## src/rtl/alu_issue_ctrl_pkg.sv

```systemverilog
// alu_ctrl_pkg: alufn codes, code classification helpers and issue FSM states
package alu_ctrl_pkg;

    localparam logic [5:0] FN_ADD    = 6'b100000;
    localparam logic [5:0] FN_ADDC   = 6'b110000;
    localparam logic [5:0] FN_AND    = 6'b101000;
    localparam logic [5:0] FN_ANDC   = 6'b111000;
    localparam logic [5:0] FN_CMPEQ  = 6'b100100;
    localparam logic [5:0] FN_CMPEQC = 6'b110100;
    localparam logic [5:0] FN_CMPLE  = 6'b100110;
    localparam logic [5:0] FN_CMPLEC = 6'b110110;
    localparam logic [5:0] FN_CMPLT  = 6'b100101;
    localparam logic [5:0] FN_CMPLTC = 6'b110101;
    localparam logic [5:0] FN_LD     = 6'b011000;
    localparam logic [5:0] FN_LDR    = 6'b011111;
    localparam logic [5:0] FN_MUL    = 6'b100010;
    localparam logic [5:0] FN_MULC   = 6'b110010;
    localparam logic [5:0] FN_OR     = 6'b101001;
    localparam logic [5:0] FN_ORC    = 6'b111001;
    localparam logic [5:0] FN_SHL    = 6'b101100;
    localparam logic [5:0] FN_SHLC   = 6'b111100;
    localparam logic [5:0] FN_SHR    = 6'b101101;
    localparam logic [5:0] FN_SHRC   = 6'b111101;
    localparam logic [5:0] FN_SRA    = 6'b101110;
    localparam logic [5:0] FN_ST     = 6'b011001;
    localparam logic [5:0] FN_SUB    = 6'b100001;
    localparam logic [5:0] FN_SUBC   = 6'b110001;
    localparam logic [5:0] FN_XOR    = 6'b101010;
    localparam logic [5:0] FN_XORC   = 6'b111010;
    localparam logic [5:0] FN_JMP    = 6'b011011;
    localparam logic [5:0] FN_BEQ    = 6'b011101;
    localparam logic [5:0] FN_BNE    = 6'b011110;

    typedef enum logic [1:0] {IDLE, EXEC, RESP} state_t;

    function automatic logic is_mul_fn(input logic [5:0] fn);
        return fn inside {FN_MUL, FN_MULC};
    endfunction

    function automatic logic is_legal_fn(input logic [5:0] fn);
        return fn inside {FN_ADD, FN_ADDC, FN_AND, FN_ANDC, FN_CMPEQ, FN_CMPEQC,
                          FN_CMPLE, FN_CMPLEC, FN_CMPLT, FN_CMPLTC, FN_LD, FN_LDR,
                          FN_MUL, FN_MULC, FN_OR, FN_ORC, FN_SHL, FN_SHLC, FN_SHR,
                          FN_SHRC, FN_SRA, FN_ST, FN_SUB, FN_SUBC, FN_XOR, FN_XORC,
                          FN_JMP, FN_BEQ, FN_BNE};
    endfunction

endpackage

```

## src/rtl/alu_issue_ctrl_if.sv

```systemverilog
// alu_issue_ctrl_if: requester, ALU and response channels of the ALU issue controller
interface alu_issue_ctrl_if #(parameter int DW = 32);
    logic          req0_valid;
    logic          req0_ready;
    logic [5:0]    req0_fn;
    logic [DW-1:0] req0_a;
    logic [DW-1:0] req0_b;
    logic          req1_valid;
    logic          req1_ready;
    logic [5:0]    req1_fn;
    logic [DW-1:0] req1_a;
    logic [DW-1:0] req1_b;
    logic [DW-1:0] alu_a;
    logic [DW-1:0] alu_b;
    logic [5:0]    alu_fn;
    logic [DW-1:0] alu_y;
    logic          rsp_valid;
    logic          rsp_ready;
    logic          rsp_id;
    logic [DW-1:0] rsp_data;
    logic          rsp_err;
    logic          busy;

    modport slave (
        input  req0_valid, req0_fn, req0_a, req0_b,
        input  req1_valid, req1_fn, req1_a, req1_b,
        input  alu_y, rsp_ready,
        output req0_ready, req1_ready, alu_a, alu_b, alu_fn,
        output rsp_valid, rsp_id, rsp_data, rsp_err, busy
    );

    modport master (
        output req0_valid, req0_fn, req0_a, req0_b,
        output req1_valid, req1_fn, req1_a, req1_b,
        output alu_y, rsp_ready,
        input  req0_ready, req1_ready, alu_a, alu_b, alu_fn,
        input  rsp_valid, rsp_id, rsp_data, rsp_err, busy
    );
endinterface

```

## src/rtl/alu_issue_ctrl_rr_arb2.sv

```systemverilog
// alu_rr_arb2: two-way round-robin grant; pointer moves to the loser on each accept
module alu_rr_arb2 (
    input  logic clk,
    input  logic rst_n,
    input  logic v0,
    input  logic v1,
    input  logic en,
    output logic g0,
    output logic g1
);
    logic ptr;

    assign g0 = v0 & (~v1 | ~ptr);
    assign g1 = v1 & (~v0 | ptr);

    // After a grant the other requester gets priority on the next contention.
    always_ff @(posedge clk or negedge rst_n) begin
        if (!rst_n) ptr <= 1'b0;
        else if (en) ptr <= g0;
    end
endmodule

```

## src/rtl/alu_issue_ctrl.sv

```systemverilog
// alu_issue_ctrl: shares one combinational ALU between two requesters (optional ALU_ILLEGAL_FN_CHECK_EN)
module alu_issue_ctrl
    import alu_ctrl_pkg::*;
#(
    parameter int MUL_CYCLES = 3,
    parameter int DW = 32
) (
    input logic clk,
    input logic rst_n,
    alu_issue_ctrl_if.slave bus
);
    localparam int CW = $clog2(MUL_CYCLES + 1);

    state_t        state, state_nx;
    logic [CW-1:0] cnt;
    logic          id_q, g0, g1, idle, accept, ill;
    logic [5:0]    fn_in;
    logic [DW-1:0] a_in, b_in;

    alu_rr_arb2 u_arb (
        .clk(clk), .rst_n(rst_n), .v0(bus.req0_valid), .v1(bus.req1_valid),
        .en(accept), .g0(g0), .g1(g1)
    );

    assign idle   = state == IDLE;
    assign accept = idle & (bus.req0_valid | bus.req1_valid);
    assign fn_in  = g1 ? bus.req1_fn : bus.req0_fn;
    assign a_in   = g1 ? bus.req1_a : bus.req0_a;
    assign b_in   = g1 ? bus.req1_b : bus.req0_b;
    // Readiness is forced low while reset is held so nothing looks accepted.
    assign bus.req0_ready = rst_n & idle & g0;
    assign bus.req1_ready = rst_n & idle & g1;
    assign bus.busy = ~idle;

`ifdef ALU_ILLEGAL_FN_CHECK_EN
    assign ill = ~is_legal_fn(fn_in);
`else
    assign ill = 1'b0;
`endif

    // State register.
    always_ff @(posedge clk or negedge rst_n) begin
        if (!rst_n) state <= IDLE;
        else state <= state_nx;
    end

    // Next state: illegal codes skip EXEC and answer directly.
    always_comb begin
        state_nx = state;
        unique case (state)
            IDLE:    state_nx = accept ? (ill ? RESP : EXEC) : IDLE;
            EXEC:    state_nx = cnt == '0 ? RESP : EXEC;
            RESP:    state_nx = bus.rsp_ready ? IDLE : RESP;
            default: state_nx = IDLE;
        endcase
    end

    // Operand issue, multiply countdown and response capture.
    always_ff @(posedge clk or negedge rst_n) begin
        if (!rst_n) begin
            bus.alu_a     <= '0;
            bus.alu_b     <= '0;
            bus.alu_fn    <= FN_ADD;
            bus.rsp_valid <= 1'b0;
            bus.rsp_id    <= 1'b0;
            bus.rsp_data  <= '0;
            bus.rsp_err   <= 1'b0;
            id_q          <= 1'b0;
            cnt           <= '0;
        end else begin
            if (accept) begin
                id_q <= g1;
                cnt  <= is_mul_fn(fn_in) ? CW'(MUL_CYCLES - 1) : '0;
                if (ill) begin
                    bus.rsp_valid <= 1'b1;
                    bus.rsp_id    <= g1;
                    bus.rsp_data  <= '0;
                    bus.rsp_err   <= 1'b1;
                end else begin
                    bus.alu_fn <= fn_in;
                    bus.alu_a  <= a_in;
                    bus.alu_b  <= b_in;
                end
            end
            if (state == EXEC && cnt == '0) begin
                bus.rsp_valid <= 1'b1;
                bus.rsp_id    <= id_q;
                bus.rsp_data  <= bus.alu_y;
                bus.rsp_err   <= 1'b0;
            end else if (state == EXEC) begin
                cnt <= cnt - 1'b1;
            end
            if (state == RESP && bus.rsp_ready) bus.rsp_valid <= 1'b0;
        end
    end
endmodule

```

## src/flat_wrapper.sv

```systemverilog
// flat-port wrapper written by rule: the top's interface ports become plain ports
module alu_issue_ctrl_flat import alu_ctrl_pkg::*;
#(
    parameter int MUL_CYCLES = 3,
    parameter int DW = 32
)
  (clk, rst_n, bus_req0_valid, bus_req0_fn, bus_req0_a, bus_req0_b, bus_req1_valid, bus_req1_fn, bus_req1_a, bus_req1_b, bus_alu_y, bus_rsp_ready, bus_req0_ready, bus_req1_ready, bus_alu_a, bus_alu_b, bus_alu_fn, bus_rsp_valid, bus_rsp_id, bus_rsp_data, bus_rsp_err, bus_busy);
  alu_issue_ctrl_if #(.DW(DW)) bus_i ();
  input logic clk;
  input logic rst_n;
  input wire logic [$bits(bus_i.req0_valid)-1:0] bus_req0_valid;
  input wire logic [$bits(bus_i.req0_fn)-1:0] bus_req0_fn;
  input wire logic [$bits(bus_i.req0_a)-1:0] bus_req0_a;
  input wire logic [$bits(bus_i.req0_b)-1:0] bus_req0_b;
  input wire logic [$bits(bus_i.req1_valid)-1:0] bus_req1_valid;
  input wire logic [$bits(bus_i.req1_fn)-1:0] bus_req1_fn;
  input wire logic [$bits(bus_i.req1_a)-1:0] bus_req1_a;
  input wire logic [$bits(bus_i.req1_b)-1:0] bus_req1_b;
  input wire logic [$bits(bus_i.alu_y)-1:0] bus_alu_y;
  input wire logic [$bits(bus_i.rsp_ready)-1:0] bus_rsp_ready;
  output wire logic [$bits(bus_i.req0_ready)-1:0] bus_req0_ready;
  output wire logic [$bits(bus_i.req1_ready)-1:0] bus_req1_ready;
  output wire logic [$bits(bus_i.alu_a)-1:0] bus_alu_a;
  output wire logic [$bits(bus_i.alu_b)-1:0] bus_alu_b;
  output wire logic [$bits(bus_i.alu_fn)-1:0] bus_alu_fn;
  output wire logic [$bits(bus_i.rsp_valid)-1:0] bus_rsp_valid;
  output wire logic [$bits(bus_i.rsp_id)-1:0] bus_rsp_id;
  output wire logic [$bits(bus_i.rsp_data)-1:0] bus_rsp_data;
  output wire logic [$bits(bus_i.rsp_err)-1:0] bus_rsp_err;
  output wire logic [$bits(bus_i.busy)-1:0] bus_busy;
  assign bus_i.req0_valid = bus_req0_valid;
  assign bus_i.req0_fn = bus_req0_fn;
  assign bus_i.req0_a = bus_req0_a;
  assign bus_i.req0_b = bus_req0_b;
  assign bus_i.req1_valid = bus_req1_valid;
  assign bus_i.req1_fn = bus_req1_fn;
  assign bus_i.req1_a = bus_req1_a;
  assign bus_i.req1_b = bus_req1_b;
  assign bus_i.alu_y = bus_alu_y;
  assign bus_i.rsp_ready = bus_rsp_ready;
  assign bus_req0_ready = bus_i.req0_ready;
  assign bus_req1_ready = bus_i.req1_ready;
  assign bus_alu_a = bus_i.alu_a;
  assign bus_alu_b = bus_i.alu_b;
  assign bus_alu_fn = bus_i.alu_fn;
  assign bus_rsp_valid = bus_i.rsp_valid;
  assign bus_rsp_id = bus_i.rsp_id;
  assign bus_rsp_data = bus_i.rsp_data;
  assign bus_rsp_err = bus_i.rsp_err;
  assign bus_busy = bus_i.busy;
  alu_issue_ctrl #(.MUL_CYCLES(MUL_CYCLES), .DW(DW)) u_core (.clk(clk), .rst_n(rst_n), .bus(bus_i));
endmodule
```

## config.mk

```make
export PLATFORM = sky130hd
export DESIGN_NAME = alu_issue_ctrl_flat
export DESIGN_NICKNAME = d
export VERILOG_FILES = /design/src/rtl/alu_issue_ctrl_pkg.sv /design/src/rtl/alu_issue_ctrl_if.sv /design/src/rtl/alu_issue_ctrl_rr_arb2.sv /design/src/rtl/alu_issue_ctrl.sv /design/src/flat_wrapper.sv
export SDC_FILE = /design/constraint.sdc
export NUM_CORES = 1
export LEC_CHECK = 0
export ABC_AREA = 1
export BUFFER_PORTS_ARGS = -buffer_cell sky130_fd_sc_hd__buf_2
export CAP_MARGIN = 20
export CELL_PAD_IN_SITES_DETAIL_PLACEMENT = 1
export CELL_PAD_IN_SITES_GLOBAL_PLACEMENT = 2
export CORE_ASPECT_RATIO = 1.25
export CORE_MARGIN = 2
export CORE_UTILIZATION = 25
export DETAILED_ROUTE_END_ITERATION = 8
export PLACE_DENSITY_LB_ADDON = 0.1
export SYNTH_ARGS = -nofsm -noshare
export SYNTH_HDL_FRONTEND = slang
export SYNTH_SLANG_ARGS = --single-unit
```

## constraint.sdc

```tcl
create_clock -name clk -period 3 [get_ports clk]
set_input_delay 0.75 -clock clk [delete_from_list [all_inputs] [get_ports clk]]
set_output_delay 0.75 -clock clk [all_outputs]
set_load 0.05 [all_outputs]
```

Yosys cells after proc, flatten, opt, wreduce, memory -nomap -nowiden
Cells that the tools add are included.
{"block": "classes", "n_addsub": 1, "eq_ne": 4, "muxes": 13, "n_bitwise": 13, "reduce_logical": 6}
{"operator": "$mux 32", "n": 2}
{"operator": "$eq 6x6->1 const B", "n": 2}
{"operator": "$mux 2", "n": 6}
{"operator": "$and 1x1->1", "n": 6}
{"operator": "$mux 6", "n": 1}
{"operator": "$pmux 2 s3", "n": 1}
{"operator": "$logic_not 2->1", "n": 2}
{"operator": "$not 1->1", "n": 4}
{"operator": "$reduce_bool 2->1", "n": 2}
{"operator": "$mux 1", "n": 3}
{"operator": "$or 1x1->1", "n": 3}
{"operator": "$eq 2x1->1 const B", "n": 1}
{"operator": "$eq 2x2->1 const B", "n": 1}
{"operator": "$logic_and 1x1->1", "n": 2}
{"operator": "$sub 2x1->2 const B", "n": 1}
{"block": "totals", "ff_bits": 110, "inputBits": 177, "wordCells": 47}

Depth between registers and ports, before layout
Gate-level depths: netlist (run 1).
{"block": "depth", "depth_word": 10, "depth_mapped": 9}

Modules after synthesis
A second synthesis (run 1) with hierarchy kept.
{"block": "unflattened", "hier_cells": 514, "area_unflattened_um2": 5139.9}
{"module": "alu_issue_ctrl", "instances": 1, "cells_each": 504, "area_each_um2": 5078.6, "seq_area_each_um2": 2728.9}
{"module": "alu_rr_arb2", "instances": 1, "cells_each": 10, "area_each_um2": 61.3, "seq_area_each_um2": 25.0}

Worst setup path after synthesis (run 1)
Ideal clock, no wire load.
{"block": "synth_path", "path_type": "input-to-output", "from": "input bus_req1_valid", "to": "output bus_req0_ready", "t_arrival_ns": 1.978, "t_required_ns": 2.250, "slack_ns": 0.272, "path_stages": 3, "n_path_buf": 0, "cell_sequence": "nand2_1 -> nand2_1 -> nor3_1"}
{"block": "synth_via", "elab_chain_len": 4}
{"element": "start, declared", "line": "flat_wrapper.sv:15", "rtl": "input wire logic [$bits(bus_i.req1_valid)-1:0] bus_req1_valid;"}
{"element": "$not 1->1", "line": "alu_issue_ctrl_rr_arb2.sv:13", "rtl": "assign g0 = v0 & (~v1 | ~ptr);"}
{"element": "$or 1x1->1", "line": "alu_issue_ctrl_rr_arb2.sv:13"}
{"element": "$and 1x1->1", "line": "alu_issue_ctrl_rr_arb2.sv:13"}
{"element": "$and 1x1->1", "line": "alu_issue_ctrl.sv:31", "rtl": "assign bus.req0_ready = rst_n & idle & g0;"}
{"element": "end, declared", "line": "flat_wrapper.sv:21", "rtl": "output wire logic [$bits(bus_i.req0_ready)-1:0] bus_req0_ready;"}
No other way between the ends.

Worst setup path in the final report (run 1)
{"block": "layout_path", "from": "input bus_req0_valid", "to": "output bus_req1_ready"}
{"block": "layout_via", "elab_chain_len": 4}
{"element": "start, declared", "line": "flat_wrapper.sv:11", "rtl": "input wire logic [$bits(bus_i.req0_valid)-1:0] bus_req0_valid;"}
{"element": "$not 1->1", "line": "alu_issue_ctrl_rr_arb2.sv:14", "rtl": "assign g1 = v1 & (~v0 | ptr);"}
{"element": "$or 1x1->1", "line": "alu_issue_ctrl_rr_arb2.sv:14"}
{"element": "$and 1x1->1", "line": "alu_issue_ctrl_rr_arb2.sv:14"}
{"element": "$and 1x1->1", "line": "alu_issue_ctrl.sv:32", "rtl": "assign bus.req1_ready = rst_n & idle & g1;"}
{"element": "end, declared", "line": "flat_wrapper.sv:22", "rtl": "output wire logic [$bits(bus_i.req1_ready)-1:0] bus_req1_ready;"}
No other way between the ends.

==> metrics.cfg, run 1 <==
[run_status]
outcome = finished clean

[yosys]
yosys.area_share.simple_pct = 14.39
netlist_area_um2 = 4765
synth_cell_types = 23
synth-xor-area-share_pct = 0
syn_area_per_cell_um2 = 9.342
synth_fa_ha_area_share_pct = 0.2626
synth_top_family_by_area = compound AO/OA/AOI/OAI gates
yosysWarnings = 0
synthMuxAreaShare_pct = 7.563
synth_top_area_share_pct = 57.25
synth_area_leader_cell = dfrtp_1
mappedNetlistNets = 688
synth_compound_area_share_pct = 15.05
yosysSeqAreaShare_pct = 57.80
ys_ff_latch = 110
synthCells = 510
yosys-top-cells-area = dfrtp_1, o21ai_0, mux2_2

[clock_network]
path_clk_slew_ps = 70
clockBufferDepth = 2
post_cts_resized = 0
cts_made_buffers = 9
postCtsHoldBufs = 0
clock-sinks = 110
cts_root_buffer = clkbuf_16
htreeDepth = 3
postCtsSetupRepairBufs = 0
insertion_delay_ps = 350
cts_tree = built

[route]
ant_nets = 0
drtIter0Drc = 139
drtPass1Iterations = 6
met2_wirelength_um = 8533
dr_total_vias = 4660
drt-met1-wl_um = 6629
via_per_inst = 4.578
dr_wl_met3_um = 1244
wl_um = 16840
top_layer = met5
wl_per_cell_um = 16.54
drcViolationCount = 0

[sta]
fmax_ghz = 0.4128
finClkSkew_ps = 8.380
slew_violations = 0
hold_viol = 0
fin_setup_tns_ps = 0
finalCritPeriodShare_pct = 80.75
rsz0062_at_grt = no
worst_slack_ps = 577.5
relSlewSlack_pct = 46.31
setup_viol = 0
max_slew.worst_pin.slew_ps = 805.4
period_minus_slack_ps = 2422

[pwr]
intPower_mw = 4.182
p_clk_share_pct = 12.9
vdd_drop_max_mv = 0.4417
switching_share_pct = 54.54
cellPowerDensity_nw_per_um2 = 1372
power_frac_comb_pct = 58.5
leakage_nw = 3.409
seqPwrFrac_pct = 28.6
p_sw_mw = 5.017

[floorplanning]
chipHeight_um = 158.3
start_util_pct = 25.47
num_rows = 56
core-area_um2 = 18710
ios = 285
dieWidth_um = 127.5
die_area_um2 = 20190

[critical_path]
path_max_fanout = 4
crit_path_end_kind = output port
critical_path_class = in -> out
worst-endpoint-arrival_ps = 1670
cp-start-kind = input port
timing.critical_path.from = bus_req0_valid
cp.required_ps = 2250
r2r-start = u_core.state[1]

[layout]
areaGrowthSynthToFinish_pct = 40.68
final_common_cell = buf_2
final_cell_mix = buf_2, dfrtp_1, nand2_1
final_cell_count_no_fill = 1018
finish.utilization_pct = 35.83
drive_above_1_share_pct = 44.13
final_nets = 957

[placed_design]
pre_cts_slack_ps = 570.8
numPortBuffers = 283
placed_cells = 1000
finalWeightedCongestion = 0.7694
place_hpwl_um = 12230

[flow_run]
cap_violations = 0

[global_routing]
grt_pass1_vias = 5110
grtUsageTotal_pct = 16.64
grt_max_degree = 72
grt_pass1_wl_um = 26300
grt_antenna_before_repair = 2
grt-ovfl-total = 0

[min_path]
hp-class = reg -> reg
min_from = u_core.bus.rsp_valid

[sequential cells by signal, summed over array words and instances, names as in the netlist]
signal                count
u_core.id_q               1
u_core.bus.rsp_data      32
u_core.bus.rsp_valid      1
u_core.bus.alu_a         32
u_core.state              2
u_core.u_arb.ptr          1
u_core.bus.alu_fn         6
u_core.bus.rsp_id         1
u_core.cnt                2
u_core.bus.alu_b         32
[per-layer routing]
layer | GRT usage, % | vias to the layer above
met5 | 0 | -
met4 | 7.012 | 2
met3 | 4.570 | 28
met2 | 29.74 | 177
met1 | 18.64 | 2226
li1 | - | 2227
[metrics by stage]
stage / area [um^2] / total power [mW] / hold WS (ps)
after floorplan: 4765 / 6.668 / 454.4
after global placement: 6404 / 8.043 / 463.1
after detailed placement: 6404 / 8.150 / 474.5
after CTS: 6698 / 9.381 / 484.4
after global routing: 6703 / 9.837 / 516.2
final: 6703 / 9.199 / 472.8
[Yosys cell counts (all sizes together)]
library cell and count:
conb 1, nor2 78, nand3 9, dfrtp 109
ha 1, buf 21, nand2 88, nor3 1
clkbuf 12, o21ai 135, o31ai 1, dfstp 1
mux2 32, inv 15, a31oi 3, a21oi 3
[layout make-up]
class                   count  area [um^2]
fillers                  2284        12010
flip-flops and latches    110         2754
diodes                      2        5.005
clock buffers              10        239.0
multi-input cells         352         1787
clock inverters             6        55.05
well taps                 232        290.3
repair buffers            291         1516
inverters                  15        56.30
[kinds of logic (layout without fill, tap and decap cells)]
family	count (synthesis)	in the layout
and+or+nand+nor	176	176
other	1	3
AOI/OAI and AO/OA	142	142
DFF	110	110
buffers and inverters	48	322
adders and majority gates	1	1
muxes	32	32
[worst max-delay path, cell delays in order]
cell and delay [ps]:
buf_2 120, nand2_1 140, nand2_2 80, nor2_1 140
inv_1 90, nor2_1 90, buf_2 270
[power groups by stage]
stage          logic (mW)  registers [mW]  clock network [mW]
6_report             5.38            2.63                1.19
5_1_grt              5.80            2.74                1.30
4_1_cts              5.48            2.65                1.26
3_5_place_dp         5.48            2.67                   0
3_3_place_gp         5.41            2.63                   0
2_1_floorplan        1.52            5.14                   0
[path summary, 6_finish.rpt]
check	slack [ps]	endpoint	depth (start not counted)
hold / removal	470	u_core.bus.rsp_valid	2
hold reg to reg	470	u_core.bus.rsp_valid	2
setup / recovery	580	bus_req1_ready	7
min in group asynchronous	510	u_core.bus.alu_b[21]	2
setup reg to reg	1110	u_core.cnt[1]	8
max in group asynchronous	1210	u_core.bus.alu_fn[1]	3
Note: power is estimated with default switching activity, not from simulation.
==> inputs of run 2 (changes only) <==
ABC_AREA = 0   (was 1)
CORE_UTILIZATION = 23   (was 25)
clock period = 2.05 ns   (was 3 ns; I/O delays follow)
==> run 2 against run 1 <==
- clock-buffer cell count unchanged
- critical path depth down 3
- clock skew grew 2.4 ps
- utilization shrank 3.2 points
- global-route usage shrank 3.5 points
- synthesized area rose by 5.7%
- register-to-register slack worse by 640 ps
- sequential share of layout area is 1.9 points lower
- critical path type is now reg -> out
==> metrics.cfg, run 2 <==
[placed_design]
place_hpwl_um = 11540  ; -5.7%
finalWeightedCongestion = 0.7390  ; -4.0%
placed_cells = 966  ; -3.4%
numPortBuffers = 283  ; unchanged
dpl_cell_area_um2 = 6726  ; +5.0%

[critical_path]
path_max_fanout = 6  ; +2
crit_chain = nor2_4 > nand2_1 > nor2_2 > buf_12
critical_path_class = reg -> out
timing.rr.end = u_core.bus.rsp_data[1]
r2r-start = u_core.cnt[0]
worst-endpoint-arrival_ps = 1460  ; -210 ps
cp-start-kind = register
regToRegSetupSlack_ps = 470  ; -640 ps
cpMaxStageDelayCell = dfrtp_2
cp.required_ps = 1540  ; -710 ps
max_stage_delay_ps = 460  ; +190 ps
r2r_cells = 6  ; -2
crit_path_end_kind = output port

[route]
via_per_inst = 4.207  ; -8.1%
ant_nets = 0  ; unchanged
dr_total_vias = 4131  ; -11%
wl_per_cell_um = 15.45  ; -6.6%
wl_um = 15170  ; -9.9%
drcViolationCount = 0  ; unchanged
drtIter0Drc = 82  ; -41%
drtPass1Iterations = 4  ; -2

[floorplanning]
chipHeight_um = 169.4  ; +7.0%
dieWidth_um = 136.3  ; +7.0%
num_rows = 60  ; +7.1%
start_util_pct = 23.37  ; -2.1 points
core-area_um2 = 21550  ; +15%
ios = 285  ; unchanged
die_area_um2 = 23100  ; +14%

[yosys]
yosysSeqAreaShare_pct = 54.70  ; -3.1 points
mappedNetlistNets = 600  ; -13%
synth_area_leader_cell = dfrtp_1
syn_area_per_cell_um2 = 11.93  ; +28%
yosysMostFrequentCell = dfrtp_1
yosysWarnings = 0  ; unchanged
ys_ff_latch = 110  ; unchanged
synth_cell_types = 32  ; +39%
synthArstFlopShare_pct = 100.0  ; unchanged
synthFlopType = dfrtp_1
synthTopCellsByCount = dfrtp_1, nand2_1, o21ai_1, mux2i_1, mux2_4
yosys-top-cells-area = dfrtp_1, mux2i_1, mux2_4
synthCells = 422  ; -17%
synth_top_area_share_pct = 54.17  ; -3.1 points
synth_edf_count = 0  ; unchanged
netlist_area_um2 = 5035  ; +5.7%

[clock_network]
insertion_delay_ps = 350  ; about the same
clock-sinks = 110  ; unchanged
postCtsSetupRepairBufs = 0  ; unchanged
cts_root_buffer = clkbuf_16
htreeDepth = 3  ; unchanged
path_clk_slew_ps = 80  ; about the same
cts_tree = built
clockBufferDepth = 2  ; unchanged
cts_made_buffers = 9  ; unchanged

[pwr]
seqPwrFrac_pct = 28.2  ; -0.4 points
switching_share_pct = 51.97  ; -2.6 points
leakage_nw = 3.828  ; +12%
power_frac_comb_pct = 58.1  ; -0.4 points
p_clk_share_pct = 13.7  ; +0.8 points
intPower_mw = 6.471  ; +55%
cellPowerDensity_nw_per_um2 = 1914  ; +39%
vdd_drop_max_mv = 0.6618  ; +50%
p_sw_mw = 7.003  ; +40%

[sta]
finalCritPeriodShare_pct = 95.98
slew_violations = 0  ; unchanged
hold_ws_ps = 245.0  ; -227.9 ps
relSlewSlack_pct = 59.14  ; +13 points
fin_setup_tns_ps = 0  ; unchanged
finClkSkew_ps = 10.76  ; +2.379 ps
period_minus_slack_ps = 1968
fmax_ghz = 0.5082
setup_viol = 0  ; unchanged
rsz0062_at_grt = no
hold_viol = 0  ; unchanged
max_slew.worst_pin.slew_ps = 612.9  ; -192.5 ps

[layout]
antenna_cells = 0  ; -2
final_common_cell = buf_2
fin_area_um2 = 7039  ; +5.0%
final_cell_count_no_fill = 982  ; -3.5%
areaGrowthSynthToFinish_pct = 39.81
final_nets = 876  ; -8.5%
drive_above_1_share_pct = 49.79  ; +5.7 points
largestRegisters = u_core.bus.alu_a x32, u_core.bus.alu_b x32, u_core.bus.rsp_data x32
final_cell_mix = buf_2, dfrtp_1, nand2_1

[flow_run]
cap_violations = 0  ; unchanged

[min_path]
hp-class = in -> async

[global_routing]
grtUsageTotal_pct = 13.13  ; -3.5 points
grt-ovfl-total = 0  ; unchanged
grt_pass1_wl_um = 23400  ; -11%
grt_antenna_before_repair = 0  ; -2
grt_max_degree = 111  ; +54%
grt_pass1_vias = 4446  ; -13%

[run_status]
outcome = finished clean

## run 2: cell count changes in the layout (fill, tap and decap cells not counted), sizes merged, moves of 2 or more
| cell | change |
|---|---|
| mux2i | +70 |
| nor2 | -70 |
| o21ai | -60 |
| nand2 | -10 |
| inv | -9 |
| nand3 | -8 |
| clkinv | -2 |
| diode | -2 |
| nand2b | +2 |
## run 2: per-stage QoR
step	power [mW]	worst slack (ps)	utilization, %
finish	13.47	82.32	32.67
global route	14.35	1.506	32.67
CTS	13.72	35.09	32.67
detailed placement	11.80	279.8	31.22
global placement	11.68	298.8	31.22
floorplan	9.882	124.0	-
## run 2: worst max-delay path by stage
stage	slack (ps)	to	cells after the start	startpoint
after CTS	40	bus_req0_ready	4	u_core.state[1]
after detailed placement	280	bus_req1_ready	5	bus_req0_valid
final	80	bus_req0_ready	4	u_core.state[1]
after global routing	2	bus_req0_ready	4	u_core.state[1]
after global placement	300	bus_req1_ready	5	bus_req0_valid
after floorplan	120	bus_req0_ready	4	bus_req1_valid
## run 2: cells by family after synthesis
family / after synthesis / synth area share [%]
and+or+nand+nor: 95 / 8.127
buffers and inverters: 31 / 5.144
other: 1 / 0.07448
DFF: 110 / 54.70
adders and majority gates: 1 / 0.2485
muxes: 103 / 23.46
AOI/OAI and AO/OA: 81 / 8.251
## run 2: critical path, delay by kind of cell (launching register included)
kind / cells / cell delay, ps
buffers and inverters: 1 / 150
flip-flops: 1 / 460
AND/OR/NAND/NOR: 3 / 480
## run 2: repair_timing
item / in CTS / in global routing
gates resized for setup: 2 / 1
pin swaps: 0 / 0
hold buffers: 0 / 0
endpoints found under the setup margin: 2 / 2
## run 2: power groups by stage
stage	logic (mW)	registers, mW	clock network (mW)
after floorplan	2.49	7.39	0
after global placement	7.88	3.80	0
after detailed placement	7.95	3.85	0
after CTS	7.96	3.83	1.94
after global routing	8.33	3.98	2.03
final	7.83	3.80	1.84
## run 2: layout make-up
cell class | count | area (um^2)
Multi-Input combinational cell | 281 | 2034
Sequential cell | 110 | 2755
Clock buffer | 10 | 229.0
Tap cell | 279 | 349.1
Inverter | 4 | 15.01
Fill cell | 2485 | 14510
Timing Repair Buffer | 292 | 1579
Clock inverter | 6 | 77.57
## run 2: per-layer routing
metal,vias to the layer above,part of all wire [%],GRT usage [%]
met3,18,9.3,4.540
met4,0,1.9,4.574
met5,-,0,0
met2,173,50,23.36
met1,1940,39,14.38
li1,2000,-,-
==> inputs of run 3 (changes only) <==
CTS_BUF_LIST = sky130_fd_sc_hd__clkbuf_16   (was default)
==> run 3 against run 2 <==
- critical path depth unchanged
- sequential share of layout area unchanged
- setup slack about the same
- combinational power about the same
- routed wire length about the same
- highest routed layer unchanged
- first-iteration DRC count unchanged
- die area unchanged
- register-to-register slack about the same
==> metrics.cfg, run 3 (synthesis results as in run 2) <==
[run_status]
outcome = finished clean

[layout]
largestRegisters = u_core.bus.alu_a x32, u_core.bus.alu_b x32, u_core.bus.rsp_data x32
antenna_cells = 0  ; unchanged
final_nets = 876  ; unchanged
final_cell_mix = buf_2, dfrtp_1, nand2_1
drive_above_1_share_pct = 49.79  ; unchanged
areaGrowthSynthToFinish_pct = 39.81  ; unchanged
final_common_cell = buf_2
fill_cells = 2485  ; unchanged

[flow_run]
cap_violations = 0  ; unchanged

[critical_path]
crit_cells = 4  ; unchanged
path_max_fanout = 6  ; unchanged
timing.critical_path.from = u_core.state[1]
crit_path_end_kind = output port
r2r_cells = 6  ; unchanged
cp-endpoint = bus_req0_ready
cp.required_ps = 1540  ; about the same
timing.rr.end = u_core.bus.rsp_data[1]
max_stage_delay_ps = 460  ; about the same
crit_chain = nor2_4 > nand2_1 > nor2_2 > buf_12
worst-endpoint-arrival_ps = 1460  ; about the same
cpMaxStageDelayCell = dfrtp_2
r2r-start = u_core.cnt[0]
regToRegSetupSlack_ps = 470  ; about the same
critical_path.top_delay_family = simple AND/OR/NAND/NOR gates
cp-start-kind = register
crit_buf_inv = 1  ; unchanged
critical_path_class = reg -> out

[pwr]
cellPowerDensity_nw_per_um2 = 1914  ; about the same
leakage_nw = 3.832  ; +0.11%
total_power_mw = 13.47  ; about the same
vdd_drop_max_mv = 0.6618  ; unchanged

[floorplanning]
start_util_pct = 23.37  ; unchanged
ios = 285  ; unchanged
dieWidth_um = 136.3  ; unchanged
core-area_um2 = 21550  ; unchanged
chipHeight_um = 169.4  ; unchanged
die_area_um2 = 23100  ; unchanged
num_rows = 60  ; unchanged

[route]
via_per_inst = 4.207  ; unchanged
drtIter0Drc = 82  ; unchanged
wl_um = 15170  ; about the same
drtPass1Iterations = 4  ; unchanged
wl_per_cell_um = 15.45  ; about the same
dr_total_vias = 4131  ; unchanged
drcViolationCount = 0  ; unchanged
ant_nets = 0  ; unchanged

[sta]
hold_viol = 0  ; unchanged
finalCritPeriodShare_pct = 95.98  ; about the same
fmax_ghz = 0.5082  ; about the same
setup_viol = 0  ; unchanged
slew_violations = 0  ; unchanged
max_slew.worst_pin.slew_ps = 612.9  ; unchanged
period_minus_slack_ps = 1968  ; +0.005200 ps
relSlewSlack_pct = 59.14  ; unchanged
rsz0062_at_grt = no
finClkSkew_ps = 10.76  ; unchanged
fin_setup_tns_ps = 0  ; unchanged

[clock_network]
cts_made_buffers = 9  ; unchanged
clock-sinks = 110  ; unchanged
path_clk_slew_ps = 80  ; about the same
htreeDepth = 3  ; unchanged
cts_tree = built
insertion_delay_ps = 350  ; about the same
postCtsSetupRepairBufs = 0  ; unchanged
cts_root_buffer = clkbuf_16
clockBufferDepth = 2  ; unchanged

[global_routing]
grt_antenna_before_repair = 0  ; unchanged
grtUsageTotal_pct = 13.13  ; unchanged
grt_pass1_wl_um = 23400  ; unchanged
grt_pass1_vias = 4446  ; unchanged
grt-ovfl-total = 0  ; unchanged
grt_max_degree = 111  ; unchanged

[placed_design]
numPortBuffers = 283  ; unchanged
place_hpwl_um = 11540  ; unchanged
finalWeightedCongestion = 0.7390  ; unchanged

[min_path]
hp-class = in -> async

## run 3: repair_timing
action	4_1_cts	5_1_grt
gates resized for setup	2	1
hold endpoints to repair	0	0
pin swaps	0	0
setup endpoints to repair	2	2
hold buffers	0	0
## run 3: final cells by class
type	count	area (um^2)	share of cell area [%]
Multi-Input combinational cell	281	2034	28.90
Timing Repair Buffer	292	1579	22.43
Sequential cell	110	2755	39.14
Tap cell	279	349.1	4.959
Clock inverter	7	81.33	1.155
Inverter	4	15.01	0.2133
Clock buffer	9	225.2	3.199
## run 3: how the worst min path moves through the flow
stage                              start                 endpoint  slack, ps  cells after the start
detailed placement  u_core.bus.alu_fn[5]     u_core.bus.alu_fn[5]        470                      2
global route                       rst_n        u_core.bus.rsp_id        320                      2
global placement    u_core.bus.alu_fn[5]     u_core.bus.alu_fn[5]        460                      2
floorplan                          rst_n      u_core.bus.alu_a[0]        220                      0
CTS                                rst_n  u_core.bus.rsp_data[31]        290                      2
finish                             rst_n        u_core.bus.rsp_id        240                      2
## run 3: worst register-to-register path: cells and delay by family (launching register included)
kind	cells	cell delay (ps)
buf+inv	2	270
simple gates	2	260
flops	1	360
fa+ha+maj	1	210
mux	1	370
## run 3: metal layers
metal,vias to the layer above,GRT usage (%),routed length [um]
li1,2000,-,-
met1,1940,14.38,5891
met2,173,23.36,7575
met3,18,4.540,1410
met4,0,4.574,291
met5,-,0,0
## run 3: power by group
group / internal, mW / switching, mW / total, mW
registers: 3.26 / 0.544 / 3.80
logic: 2.23 / 5.59 / 7.83
clock network: 0.972 / 0.866 / 1.84
total: 6.47 / 7.00 / 13.5
## run 3: per-stage QoR
step	hold slack, ps	instance area (um^2)	instances	setup slack [ps]	utilization [%]
global placement	462.3	6726	966	298.8	31.22
finish	245.0	7039	982	82.31	32.67
global route	318.9	7039	982	1.506	32.67
floorplan	216.9	5037	422	124.0	-
detailed placement	465.3	6726	966	279.8	31.22
CTS	286.2	7038	982	35.09	32.67
